===== src/rtl/d5m_stream_gen.sv =====
// D5M sensor emulator: produces FVAL/LVAL-framed 12-bit raw Bayer test patterns
// with the same timing the camera presents, for bring-up without a sensor.
module d5m_stream_gen #(
  parameter int unsigned H_ACTIVE = 640,
  parameter int unsigned V_ACTIVE = 480,
  parameter int unsigned H_BLANK  = 160,
  parameter int unsigned V_FRONT  = 4,
  parameter int unsigned V_BACK   = 4,
  parameter int unsigned V_BLANK  = 1000,
  parameter int unsigned BAR_W    = 80
) (
  input  logic        iCLK,
  input  logic        iRST_N,
  input  logic        iSTART,
  input  logic        iEND,
  input  logic [1:0]  iMODE,
  output logic [11:0] oDATA,
  output logic        oFVAL,
  output logic        oLVAL,
  output logic [15:0] oX_Cont,
  output logic [15:0] oY_Cont,
  output logic [31:0] oFrame_Cont
);

  localparam int unsigned CW = 16;
  localparam int unsigned DW = 12;
  localparam int unsigned FW = 32;

  localparam logic [CW-1:0] X_LAST      = CW'(H_ACTIVE - 1);
  localparam logic [CW-1:0] Y_LAST      = CW'(V_ACTIVE - 1);
  localparam logic [CW-1:0] FRONT_LAST  = CW'(V_FRONT - 1);
  localparam logic [CW-1:0] BACK_LAST   = CW'(V_BACK - 1);
  localparam logic [CW-1:0] VBLANK_LAST = CW'(V_BLANK - 1);
  localparam logic [CW-1:0] HBLANK_LAST = CW'((H_BLANK == 0) ? 0 : H_BLANK - 1);
  localparam logic [CW-1:0] BAR_LAST    = CW'((BAR_W == 0) ? 0 : BAR_W - 1);

  typedef enum logic [2:0] {
    IDLE   = 3'd0,
    FRONT  = 3'd1,
    LINE   = 3'd2,
    HBLANK = 3'd3,
    BACK   = 3'd4,
    VBLANK = 3'd5
  } state_t;

  state_t        state, state_nxt;
  logic [CW-1:0] cnt, cnt_nxt;
  logic          run, run_nxt;
  logic [1:0]    mode_q, mode_nxt;
  logic [2:0]    bar, bar_nxt;
  logic [CW-1:0] bar_cnt, bar_cnt_nxt;
  logic [CW-1:0] x_nxt, y_nxt;
  logic [FW-1:0] frame_nxt;
  logic          fval_nxt, lval_nxt;
  logic [DW-1:0] pix, data_nxt;
  logic          site_bit;
  logic          start_line, next_pix;

  // State register
  always_ff @(posedge iCLK or negedge iRST_N) begin
    if (!iRST_N) state <= IDLE;
    else         state <= state_nxt;
  end

  // Next state, counters and next output values
  always_comb begin
    state_nxt   = state;
    cnt_nxt     = cnt;
    mode_nxt    = mode_q;
    bar_nxt     = bar;
    bar_cnt_nxt = bar_cnt;
    x_nxt       = oX_Cont;
    y_nxt       = oY_Cont;
    frame_nxt   = oFrame_Cont;
    start_line  = 1'b0;
    next_pix    = 1'b0;
    run_nxt     = iEND ? 1'b0 : (iSTART ? 1'b1 : run);

    case (state)
      IDLE: begin
        if (run) begin
          state_nxt = FRONT;
          y_nxt     = '0;
          mode_nxt  = iMODE;
        end
      end
      FRONT: begin
        if (cnt == FRONT_LAST) begin
          state_nxt  = LINE;
          start_line = 1'b1;
        end else begin
          cnt_nxt = cnt + CW'(1);
        end
      end
      LINE: begin
        if (oX_Cont == X_LAST) begin
          x_nxt = '0;
          if (oY_Cont < Y_LAST) begin
            // Zero horizontal blanking chains lines back-to-back
            if (H_BLANK == 0) begin
              start_line = 1'b1;
              y_nxt      = oY_Cont + CW'(1);
            end else begin
              state_nxt = HBLANK;
            end
          end else begin
            state_nxt = BACK;
          end
        end else begin
          next_pix = 1'b1;
        end
      end
      HBLANK: begin
        if (cnt == HBLANK_LAST) begin
          state_nxt  = LINE;
          start_line = 1'b1;
          y_nxt      = oY_Cont + CW'(1);
        end else begin
          cnt_nxt = cnt + CW'(1);
        end
      end
      BACK: begin
        if (cnt == BACK_LAST) begin
          state_nxt = VBLANK;
          frame_nxt = oFrame_Cont + FW'(1);
        end else begin
          cnt_nxt = cnt + CW'(1);
        end
      end
      VBLANK: begin
        if (cnt == VBLANK_LAST) begin
          if (run) begin
            state_nxt = FRONT;
            y_nxt     = '0;
            mode_nxt  = iMODE;
          end else begin
            state_nxt = IDLE;
          end
        end else begin
          cnt_nxt = cnt + CW'(1);
        end
      end
      default: state_nxt = IDLE;
    endcase

    if (state_nxt != state) cnt_nxt = '0;

    if (start_line) begin
      x_nxt       = '0;
      bar_nxt     = '0;
      bar_cnt_nxt = '0;
    end else if (next_pix) begin
      x_nxt = oX_Cont + CW'(1);
      if (bar_cnt == BAR_LAST) begin
        bar_cnt_nxt = '0;
        bar_nxt     = bar + 3'(1);
      end else begin
        bar_cnt_nxt = bar_cnt + CW'(1);
      end
    end

    fval_nxt = (state_nxt == FRONT) || (state_nxt == LINE) ||
               (state_nxt == HBLANK) || (state_nxt == BACK);
    lval_nxt = (state_nxt == LINE);

    // Bayer site colour: even/even G, even/odd R, odd/even B, odd/odd G
    case ({y_nxt[0], x_nxt[0]})
      2'b01:   site_bit = bar_nxt[2];
      2'b10:   site_bit = bar_nxt[0];
      default: site_bit = bar_nxt[1];
    endcase

    case (mode_nxt)
      2'd0:    pix = x_nxt[DW-1:0];
      2'd1:    pix = y_nxt[DW-1:0];
      2'd2:    pix = {DW{site_bit}};
      default: pix = {DW{x_nxt[3] ^ y_nxt[3] ^ oFrame_Cont[0]}};
    endcase

    data_nxt = lval_nxt ? pix : '0;
  end

  // Registered datapath and outputs
  always_ff @(posedge iCLK or negedge iRST_N) begin
    if (!iRST_N) begin
      cnt         <= '0;
      run         <= 1'b0;
      mode_q      <= '0;
      bar         <= '0;
      bar_cnt     <= '0;
      oX_Cont     <= '0;
      oY_Cont     <= '0;
      oFrame_Cont <= '0;
      oFVAL       <= 1'b0;
      oLVAL       <= 1'b0;
      oDATA       <= '0;
    end else begin
      cnt         <= cnt_nxt;
      run         <= run_nxt;
      mode_q      <= mode_nxt;
      bar         <= bar_nxt;
      bar_cnt     <= bar_cnt_nxt;
      oX_Cont     <= x_nxt;
      oY_Cont     <= y_nxt;
      oFrame_Cont <= frame_nxt;
      oFVAL       <= fval_nxt;
      oLVAL       <= lval_nxt;
      oDATA       <= data_nxt;
    end
  end

endmodule


===== config.mk =====
export PLATFORM = sky130hd
export DESIGN_NAME = d5m_stream_gen
export DESIGN_NICKNAME = d
export VERILOG_FILES = /design/src/rtl/d5m_stream_gen.sv
export SDC_FILE = /design/constraint.sdc
export NUM_CORES = 1
export LEC_CHECK = 0
export ABC_AREA = 1
export CORE_MARGIN = 5
export CORE_UTILIZATION = 48
export DETAILED_ROUTE_END_ITERATION = 12
export PLACE_DENSITY = 0.81
export SKIP_CTS_REPAIR_TIMING = 1
export SLEW_MARGIN = 0
export SYNTH_ARGS = -nofsm -noshare
export SYNTH_HDL_FRONTEND = slang
export SYNTH_SLANG_ARGS = --single-unit

===== constraint.sdc =====
create_clock -name iCLK -period 2.74 [get_ports iCLK]
set_clock_uncertainty 0.1 [all_clocks]
set_input_delay 0.274 -clock iCLK [delete_from_list [all_inputs] [get_ports iCLK]]
set_output_delay 0.274 -clock iCLK [all_outputs]
set_load 0.1 [all_outputs]

==> Word level (Yosys, flattened, before mapping) <==
Index checks and enable logic that the tools add are counted.
{ "word_totals": {"romBits": 0, "in_bits": 6, "latch_bits": 0, "memories": 0, "mem_bits_rw": 0, "ff_bits": 119, "wordCells": 104} }
{ "op_classes": {"order_cmp": 1, "eq_ne": 24, "addsub": 6, "div_mod_pow": 0, "n_reduce_logical": 16, "shifts": 0, "n_mul": 0, "n_bitwise": 2, "mux": 41} }
{ "ops": {"columns": ["operator", "n"], "rows": [
  ["$mux W16", 14],
  ["$pmux W16 S3", 2],
  ["$add A16 B1 Y16 const B", 4],
  ["$pmux W12 S3", 1],
  ["$add A32 B1 Y32 const B", 1],
  ["$eq A16 B10 Y1 const B", 2],
  ["$mux W3", 10],
  ["$pmux W3 S6", 1],
  ["$eq A16 B2 Y1 const B", 1],
  ["$eq A16 B7 Y1 const B", 1],
  ["$eq A16 B8 Y1 const B", 1],
  ["$lt A16 B9 Y1 const B", 1],
  ["$eq A3 B2 Y1 const B", 4],
  ["$mux W12", 1],
  ["$eq A3 B3 Y1 const B", 3],
  ["$reduce_bool A3 Y1", 3],
  ["$mux W1", 7],
  ["$eq A3 B1 Y1 const B", 2],
  ["$ne A3 B3 Y1 const B", 2],
  ["$eq A2 B1 Y1 const B", 2],
  ["$eq A2 B2 Y1 const B", 2],
  ["$mux W2", 2],
  ["$ne A2 B2 Y1 const B", 2],
  ["$pmux W1 S2", 2],
  ["other kinds (14)", 19]
]} }

==> Logic depth before layout (Yosys ltp) <==
Gate-level depths: netlist of the first run.
{ "depth": {"word_depth": 9, "ltp_mapped": 19, "mapped_depth_nobuf": 18} }

==> Worst setup path after synthesis of the first run <==
OpenSTA, ideal clock, no wires.
{ "synth_timing": {"path_kind": "register -> register", "startpoint": "register oX_Cont[0]", "endpoint": "register oDATA[1]", "period_less_slack_ns": 3.036, "setup_time_ns": 0.117, "arrival_ns": 2.819, "path_stages_with_launch": 18, "slack_ns": -0.296, "required_time_ns": 2.523, "path_cell_list": "dfrtp_1 -> ha_1 -> nand3_1 -> nor3_1 -> nand2_1 -> nand2_1 -> buf_2 -> nand2_1 -> nand3_1 -> inv_1 -> ha_1 -> nand4_1 -> nand3_1 -> nand2_1 -> buf_4 -> nand2_1 -> inv_2 -> nor2_2"} }
{ "synth_between": {"elab_chain_cells": 9, "elab_cells_between_ends": 20, "classes_between": "add/sub (1); eq/ne (4); mux (13); bitwise (2)"} }
{ "synth_lines": {"columns": ["element", "line", "source"], "rows": [
  ["start, declared", "20", "output logic [15:0] oX_Cont,"],
  ["start signal, assigned", "203", "oX_Cont <= x_nxt;"],
  ["parallel branches: the longest is 3 deep, another holds $add A16 B1 Y16", null, null],
  ["$mux W16 *", "152", "end else if (next_pix) begin"],
  ["$mux W16 *", "148", "if (start_line) begin"],
  ["named net x_nxt[0]", "52", "logic [CW-1:0] x_nxt, y_nxt;"],
  ["$eq A2 B2 Y1 / $eq A2 B1 Y1 (equally long branches)", "167", "case ({y_nxt[0], x_nxt[0]})"],
  ["$pmux W1 S2 *", "167", null],
  ["$pmux W12 S3 *", "173", "case (mode_nxt)"],
  ["$mux W12 *", "180", "data_nxt = lval_nxt ? pix : '0;"],
  ["named net data_nxt[1]", "55", "logic [DW-1:0] pix, data_nxt;"],
  ["end signal, assigned", "208", "oDATA <= data_nxt;"],
  ["end, declared", "17", "output logic [11:0] oDATA,"]
]} }
Mark *: on every way through the listed nets, which the timed path passes. The select of a mux whose other input is x is not followed.
A chain may end at the register's enable or synchronous reset.

==> Worst setup path in the final report of the first run <==
{ "layout_timing": {"startpoint": "register cnt[1]", "endpoint": "register oDATA[3]"} }
{ "layout_between": {"elab_cells_between_ends": 29, "classes_between": "eq/ne (8); mux (18); bitwise (2); reduce/logical (1)"} }
{ "layout_lines": {"columns": ["element", "line", "source"], "rows": [
  ["start, declared", "47", "logic [CW-1:0] cnt, cnt_nxt;"],
  ["start signal, assigned", "198", "cnt <= cnt_nxt;"],
  ["$eq A16 B10 Y1 / $eq A16 B8 Y1 (equally long branches)", "131, 114", null],
  ["$mux W16 (on tied branches)", "131, 114", null],
  ["$pmux W16 S3 *", "79", "case (state)"],
  ["named net y_nxt[0]", "52", null],
  ["$eq A2 B2 Y1 / $eq A2 B1 Y1 (equally long branches)", "167", null],
  ["$pmux W1 S2 *", "167", null],
  ["$pmux W12 S3 *", "173", null],
  ["$mux W12 *", "180", null],
  ["named net data_nxt[3]", "55", null]
]} }
The timed path passes the listed nets; every way through them passes the cells marked *. The select of a mux whose other input is x is not followed.

==> results of run 1 <==
-- synth_stat cells, types with 5 or more instances --
| master | count | area (µm²) |
|---|---|---|
| nand3_2 | 8 | 80.1 |
| inv_2 | 21 | 78.8 |
| ha_1 | 8 | 100 |
| buf_2 | 7 | 35.0 |
| nor2_2 | 18 | 113 |
| nand4_1 | 22 | 138 |
| nand2_1 | 253 | 950 |
| nand3_1 | 66 | 330 |
| inv_1 | 122 | 458 |
| o22ai_1 | 11 | 68.8 |
| a21oi_2 | 5 | 43.8 |
| or2_2 | 5 | 31.3 |
| nand2_2 | 11 | 68.8 |
| dfrtp_1 | 119 | 2980 |
| nor2_1 | 123 | 462 |
| xor2_1 | 44 | 385 |
| xnor2_1 | 15 | 131 |
| nor3_1 | 21 | 105 |
| o21ai_0 | 30 | 150 |
| a21oi_1 | 22 | 110 |
-- path summary, 6_finish.rpt --
| check | to | slack [ps] | start |
|---|---|---|---|
| max in group asynchronous | cnt[2] | 1400 | iRST_N |
| max reg2reg | oDATA[3] | 180 | cnt[1] |
| min reg2reg | oFrame_Cont[31] | 390 | oFrame_Cont[31] |
| max | oDATA[3] | 180 | cnt[1] |
| min | run | 280 | iEND |
| min in group asynchronous | oLVAL | 370 | iRST_N |
-- layout make-up --
class | count | area, µm²
sequential | 119 | 2990
fill | 1280 | 5830
tap | 184 | 230
clock inverter | 13 | 194
multi-input combinational | 696 | 3590
clock buffer | 19 | 443
timing repair buffer | 99 | 768
inverter | 145 | 546
-- layer usage --
layer	vias to the layer above	global-route usage, %
met5	-	0
met4	0	8.46
met1	3119	28.2
met2	210	33.2
met3	35	4.92
li1	3289	-
-- worst max-delay path, delay by kind of cell (launching register included) --
kind	cells	cell delay, ps
fa+ha+maj	2	510
compound gates	1	180
simple gates	10	1010
flops	1	380
buf+inv	4	270
-- registers in the layout, summed over array words and instances (netlist names) --
register and count:
run 1, oFVAL 1, cnt 16, oX_Cont 16, oFrame_Cont 32, mode_q 2, oLVAL 1, bar 3
state 3, oDATA 12, bar_cnt 16, oY_Cont 16
-- logic make-up (layout without fill, tap and decap cells) --
family	after synthesis	in the layout	synth area share [%]
AOI/OAI and AO/OA	83	83	6.86
adders and majority gates	8	8	1.40
muxes	1	1	0.140
DFF	119	119	41.6
and+or+nand+nor	544	545	34.0
xor gates and xnor gates	59	59	7.22
buffers and inverters	157	276	8.74
-- power breakdown --
group          internal (mW)  switching (mW)  total [mW]  leakage [nW]
clock network           1.56           0.865        2.42         0.297
logic                  0.698            2.04        2.74          2.51
registers               1.93           0.142        2.08          1.61
==> run_results.csv, run 1 <==
group,metric,value,unit
critical_path,worstSetupPathType,"flop to flop",
pwr,powerDensity,826,mW/mm²
final_layout,syn_to_final_growth,22.5,%
global_route,grt_pass1_wl,30700,µm
timing,min_period,2560,ps
synth,ys_async_sr_fraction,100,%
timing,setup_tns,0,ps
global_route,grt.total_usage,21.1,%
clocking,cts_buffers,17,
drt,highest_layer,"met4",
synth,synth_area,0.00715,mm²
placed_design,place_inst,1240,
clocking,cts_tree,"done",
final_layout,num_antenna_cells,0,
synth,syn_nets,985,
clocking,clk_pin_slew,60,ps
drt,drt_iter0_drc,634,
drt,via_per_inst,5.22,
final_layout,instances_no_fill,1275,
drt,drt-wirelength-per-cell,14.4,µm
critical_path,cp_data_arrival_time,2750,ps
timing,worst_slew_pin_slew,766,ps
floorplanning,die_y,132,µm
final_layout,layout-drive-gt1-share,20.3,%
clocking,clock_latency,420,ps
global_route,grt_overflow_total,0,
timing,max_freq,391,MHz
synth,synth_edf_count,0,
final_layout,final_common_cell,"nand2_1",
drt,ant_nets,0,
critical_path,cp_max_fo,6,
clocking,cts.htree.levels,4,
synth,synth.distinct_cells,44,
synth,synthCells,971,
drt,vias,6653,
timing,relSlewSlack,48.9,%
timing,period_share,93.3,%
placed_design,port_buffers,83,
drt,wl_met2,8690,µm
hold_path,hold_depth,2,
drt,drt-total-wl,18400,µm
critical_path,cp_slowest_cell,"dfrtp_1",
timing,finalMaxSlewViolations,0,
critical_path,crit_path_start_kind,"flop",
floorplanning,design.core.area,0.0146,mm²
floorplanning,ioPinCount,84,
critical_path,ff2ff_path_depth,17,
critical_path,required,2940,ps
global_route,grt_max_degree,61,
pwr,vdd_drop_max,0.493,mV
floorplanning,row_count,44,
global_route,antenna_found_initial,0,
critical_path,crit_path_end_kind,"flop",
pwr,finalPower,7.24,mW
clocking,clk_path_buf_depth,2,
clocking,cts_sinks,119,
timing,holdWs,279,ps
timing,setup_violations,0,
global_route,grt_pass1_vias,6437,
final_layout,final_util,60.1,%
floorplanning,dieWidth,132,µm
timing,rsz0062_at_grt,"false",
synth,ys_seq_area_share,41.6,%
clocking,root_buffer,"clkbuf_16",
synth,syn_area_per_cell,7.37,µm²
synth,ys.flop_type,"dfrtp_1",
drt,drtPass1Iterations,5,
final_layout,mostFrequentLayoutCells,"252 x nand2_1, 121 x nor2_1, 121 x inv_1",
drt,met3_length,1060,µm
floorplanning,start_util,49.0,%
drt,wl_met1,8240,µm
placed_design,place_ws,18.6,ps
synth,ys_ff_latch,119,
pwr,p_leak,4.42,nW
final_layout,num-nets-final,1092,
placed_design,placed_cell_area,0.00807,mm²
placed_design,hpwlAfterDp,13100,µm
floorplanning,dieArea,0.0174,mm²
timing,setup_ws,185,ps
critical_path,cpPeakStageDelay,380,ps
synth,yosys_warnings,0,
final_layout,final_area,0.00876,mm²
timing,hold_violations,0,
status,status,"finished, final reports clean",
run,max_cap_violations,0,
placed_design,place_congestion,0.923,
hold_path,worstHoldPathType,"primary input to flop",
drt,drc_errors,0,
critical_path,path_cells,"ha_2, nand2_1, inv_2, nand2_1, nor2_4, nand2_2, nand2_2, nand3_1, a21oi_2, inv_1, ha_1, inv_1, nand3_2, nand2_2, nand2_1, inv_2, nor2_2",
(Power assumes the default switching activity.)
==> run 2, diff against run 1 <==
PLACE_DENSITY = 0.7   (was 0.81)
==> run 2 against run 1 <==
Net effect:
- utilization decreased by 0.19 points
- wire length fell by 2.0%
- non-clock buffer count rose by 4
- combinational power grew 2%
- maximum frequency rose by 1.3%
- critical path depth is the same
- count of clock-buffer cells in the layout is 2 higher
==> run_results.csv, run 2 (synthesized netlist as in run 1, its figures left out) <==
group,metric,value,unit
global_route,grt_overflow_total,0,
floorplanning,ioPinCount,84,
drt,drt-total-wl,18000,µm
critical_path,worstSetupPathType,"flop to flop",
status,status,"finished, final reports clean",
drt,drtPass1Iterations,5,
critical_path,required,2940,ps
timing,hold_violations,0,
timing,min_period,2520,ps
placed_design,place_congestion,0.857,
placed_design,place_ws,-38.5,ps
global_route,grt.total_usage,21.0,%
final_layout,regArea,0.00299,mm²
hold_path,worstHoldPathType,"primary input to async pin",
timing,setup_ws,217,ps
timing,setup_violations,0,
clocking,root_buffer,"clkbuf_16",
timing,max_freq,396,MHz
clocking,clk_pin_slew,60,ps
pwr,vdd_drop_max,0.484,mV
timing,setup_tns,0,ps
timing,finalMaxSlewViolations,0,
placed_design,hpwlAfterDp,13300,µm
critical_path,ff2ff_path_depth,17,
drt,vias,6516,
critical_path,crit_path_start_kind,"flop",
timing,worst_slew_pin_slew,553,ps
timing,relSlewSlack,62.8,%
global_route,antenna_found_initial,0,
critical_path,cp_max_fo,6,
timing,holdWs,120,ps
pwr,p_leak,4.43,nW
global_route,grt_pass1_vias,6297,
final_layout,largest_register_ffs,32,
critical_path,r2r_start,"cnt[0]",
drt,drc_errors,0,
pwr,powerDensity,802,mW/mm²
critical_path,crit_path_end_kind,"flop",
floorplanning,dieArea,0.0174,mm²
global_route,grt_max_degree,78,
timing,period_share,92.1,%
global_route,grt_pass1_wl,30400,µm
clocking,cts_tree,"done",
clocking,cts.htree.levels,4,
run,max_cap_violations,0,
floorplanning,start_util,49.0,%
drt,ant_nets,0,
final_layout,num_antenna_cells,0,
clocking,cts_buffers,17,
floorplanning,row_count,44,
final_layout,syn_to_final_growth,22.1,%
drt,via_per_inst,5.09,
drt,drt-wirelength-per-cell,14.1,µm
critical_path,cp_data_arrival_time,2720,ps
timing,rsz0062_at_grt,"false",
placed_design,port_buffers,83,
final_layout,top_register,"oFrame_Cont",
final_layout,multiInputGateArea,0.00360,mm²
clocking,clock_latency,420,ps
floorplanning,dieWidth,132,µm
critical_path,startpoint,"cnt[0]",
final_layout,final_common_cell,"nand2_1",
final_layout,mostFrequentLayoutCells,"251 x nand2_1, 123 x nor2_1, 121 x inv_1",
drt,drt_iter0_drc,461,
final_layout,fill_cells,1388,
floorplanning,die_y,132,µm
final_layout,layout-drive-gt1-share,20.5,%
floorplanning,design.core.area,0.0146,mm²
clocking,clk_path_buf_depth,2,
final_layout,num-nets-final,1096,
clocking,cts_sinks,119,
-- run 2: changes by cell type in the layout (fill, tap and decap cells not counted), moves of 2 or more --
cell,before,now
clkbuf_8,1,3
nor2_1,121,123
buf_4,93,97
bufinv_16,4,1
inv_6,3,1
clkinv_2,1,5
-- run 2: routing by layer --
layer	vias to the layer above	track usage, %	share of wire (%)	wire, µm
met1	3016	29.0	46	8350
met4	0	7.26	2.1	387
met5	-	0	0	0
met2	171	31.8	46	8280
met3	32	5.69	5.6	1020
li1	3297	-	-	-
-- run 2: where the power goes --
group / total (mW) / leakage [nW] / internal (mW) / switching, mW
Combinational: 2.79 / 2.54 / 0.734 / 2.06
Clock: 2.13 / 0.275 / 1.32 / 0.816
Sequential: 2.08 / 1.61 / 1.94 / 0.140
Total: 7.00 / 4.43 / 3.98 / 3.02
-- run 2: worst max-delay path: stages (launching register included) --
cell     delay [ps]
dfrtp_1         380
ha_2            220
nand2_1          80
inv_2            70
nand2_1          40
nor2_1          150
nand3_1         120
nand2_2         110
nand3_1         110
a21oi_2         150
inv_1            70
ha_1            290
inv_1           110
nand3_4         120
nand2_4         130
nand2_1          60
inv_1            60
nor2_2           30
-- run 2: worst paths after layout --
path / endpoint / slack (ps)
setup / recovery: oDATA[10] / 220
hold reg to reg: oFrame_Cont[31] / 370
hold / removal: bar_cnt[10] / 120
min in group iCLK: run / 290
setup reg to reg: oDATA[10] / 220
max in group asynchronous: cnt[1] / 1750
-- run 2: layout make-up --
type	count	share of cell area, %
Clock buffer	21	5.39
Clock inverter	11	1.13
Inverter	145	6.25
Multi-Input combinational cell	696	41.2
Sequential cell	119	34.2
Tap cell	184	2.64
Timing Repair Buffer	103	9.14
-- run 2: metrics by stage --
stage / instances / util (%) / cell area (µm²) / power, mW
2_1_floorplan: 971 / - / 7170 / 4.18
3_5_place_dp: 1245 / 55.5 / 8100 / 4.80
3_3_place_gp: 1245 / 55.5 / 8100 / 4.77
6_report: 1279 / 59.9 / 8730 / 7.00
4_1_cts: 1277 / 59.5 / 8670 / 6.94
5_1_grt: 1279 / 59.9 / 8730 / 7.39
==> run 3, diff against run 2 <==
MAX_ROUTING_LAYER = met4   (was default)
==> run 3 against run 2 <==
Net effect:
- setup slack better by 6.4 ps
- cell area stayed put
- via count hardly changed
- register-to-register slack hardly changed
- critical path depth stayed put
- utilization stayed put
- first-iteration DRC count is 3.7% lower
- non-clock buffer count stayed put
- sequential cell count stayed put
- maximum frequency is 0.25% higher
- sequential share of layout area stayed put
- die area stayed put
- highest routed layer unchanged
==> run_results.csv, run 3 (synthesized netlist as in run 1, its figures left out) <==
group,metric,value,unit
final_layout,mostFrequentLayoutCells,"251 x nand2_1, 123 x nor2_1, 121 x inv_1",
clocking,cts.htree.levels,4,
critical_path,r2r_start,"cnt[0]",
drt,drt-total-wl,18100,µm
critical_path,worstSetupPathType,"flop to flop",
timing,relSlewSlack,62.7,%
critical_path,critPathBufInv,4,
drt,met3_length,1100,µm
critical_path,startpoint,"cnt[0]",
floorplanning,die_y,132,µm
global_route,antenna_found_initial,0,
drt,drt-wirelength-per-cell,14.1,µm
clocking,clk_pin_slew,60,ps
global_route,grt_pass1_vias,6304,
drt,drt_iter0_drc,444,
timing,setup_violations,0,
clocking,root_buffer,"clkbuf_16",
clocking,clk_path_buf_depth,2,
timing,setup_ws,224,ps
timing,worst_slew_pin_slew,554,ps
critical_path,cp_data_arrival_time,2720,ps
floorplanning,row_count,44,
final_layout,instances_no_fill,1279,
drt,wl_met1,8300,µm
timing,period_share,91.8,%
floorplanning,dieWidth,132,µm
floorplanning,dieArea,0.0174,mm²
pwr,powerDensity,802,mW/mm²
timing,setup_tns,0,ps
drt,via_per_inst,5.10,
pwr,vdd_drop_max,0.489,mV
drt,highest_layer,"met4",
global_route,grt_overflow_total,0,
critical_path,crit_end,"oDATA[10]",
clocking,cts_sinks,119,
final_layout,final_area,0.00873,mm²
placed_design,hpwlAfterDp,13300,µm
drt,drc_errors,0,
final_layout,final_common_cell,"nand2_1",
final_layout,largest_register_ffs,32,
critical_path,cp_top_family,"simple AND/OR/NAND/NOR gates",
final_layout,num_antenna_cells,0,
timing,max_freq,397,MHz
final_layout,top_register,"oFrame_Cont",
status,status,"finished, final reports clean",
clocking,cts_tree,"done",
final_layout,layout-drive-gt1-share,20.5,%
clocking,cts_buffers,17,
floorplanning,start_util,49.0,%
global_route,grt.total_usage,21.6,%
global_route,grt_pass1_wl,30400,µm
final_layout,syn_to_final_growth,22.1,%
drt,vias,6518,
timing,rsz0062_at_grt,"false",
pwr,p_leak,4.43,nW
placed_design,place_congestion,0.871,
critical_path,crit_path_end_kind,"flop",
placed_design,placed_cell_area,0.00810,mm²
critical_path,cp_slowest_cell,"dfrtp_1",
timing,min_period,2520,ps
clocking,clock_latency,420,ps
critical_path,required,2940,ps
hold_path,worstHoldPathType,"primary input to async pin",
critical_path,ff2ff_setup_slack,220,ps
critical_path,rr_endpoint,"oDATA[10]",
timing,finalMaxSlewViolations,0,
timing,hold_violations,0,
critical_path,crit_cells,17,
critical_path,ff2ff_path_depth,17,
critical_path,cp_max_fo,6,
critical_path,crit_path_start_kind,"flop",
placed_design,place_inst,1245,
placed_design,place_ws,-38.5,ps
drt,ant_nets,0,
critical_path,path_cells,"ha_2, nand2_1, inv_2, nand2_1, nor2_1, nand3_1, nand2_2, nand3_1, a21oi_2, inv_1, ha_1, inv_1, nand3_4, nand2_4, nand2_1, inv_1, nor2_2",
placed_design,port_buffers,83,
drt,wl_met2,8240,µm
critical_path,cpPeakStageDelay,380,ps
run,max_cap_violations,0,
floorplanning,design.core.area,0.0146,mm²
floorplanning,ioPinCount,84,
drt,drtPass1Iterations,5,
final_layout,num-nets-final,1096,
global_route,grt_max_degree,78,
-- run 3: cell counts in the layout (fill, tap and decap cells not counted) --
Identical to the previous run, type by type.
-- run 3: per-layer routing --
layer,up-vias,GRT usage [%]
li1,3297,-
met5,-,-
met1,2989,29.2
met3,37,5.34
met4,0,7.26
met2,195,31.8
-- run 3: worst min-delay path by stage --
stage,start,to,slack [ps],cells after the start
2_1_floorplan,iRST_N,bar[0],-120,0
3_5_place_dp,iRST_N,bar_cnt[10],10,1
6_report,iRST_N,bar_cnt[10],120,2
3_3_place_gp,iRST_N,oLVAL,8,1
4_1_cts,iRST_N,bar_cnt[10],-430,1
5_1_grt,iRST_N,oLVAL,130,2
-- run 3: area by class of cell --
class | count | area [µm²]
clock buffer | 21 | 470
clock inverter | 11 | 98.8
fill | 1388 | 5860
inverter | 145 | 546
multi-input combinational | 696 | 3600
sequential | 119 | 2990
tap | 184 | 230
timing repair buffer | 103 | 798
-- run 3: worst reg2reg max path: cells and delay by family (launching register included) --
family                     cells  cell delay, ps
buffers and inverters          4             310
adders and majority gates      2             510
AOI/OAI and AO/OA              1             150
and+or+nand+nor               10             960
DFF                            1             380
-- run 3: power by group --
| group | leakage, nW | internal (mW) | total, mW | switching (mW) |
|---|---|---|---|---|
| sequential | 1.61 | 1.94 | 2.08 | 0.140 |
| combinational | 2.54 | 0.734 | 2.79 | 2.06 |
| clock | 0.275 | 1.31 | 2.14 | 0.822 |
-- run 3: metrics by stage --
| step | utilization [%] | power (mW) | hold slack [ps] |
|---|---|---|---|
| 5_1_grt | 59.9 | 7.39 | 132 |
| 3_5_place_dp | 55.5 | 4.80 | 9.54 |
| 2_1_floorplan | - | 4.18 | -122 |
| 4_1_cts | 59.5 | 6.94 | -433 |
| 6_report | 59.9 | 7.01 | 116 |
| 3_3_place_gp | 55.5 | 4.77 | 7.56 |
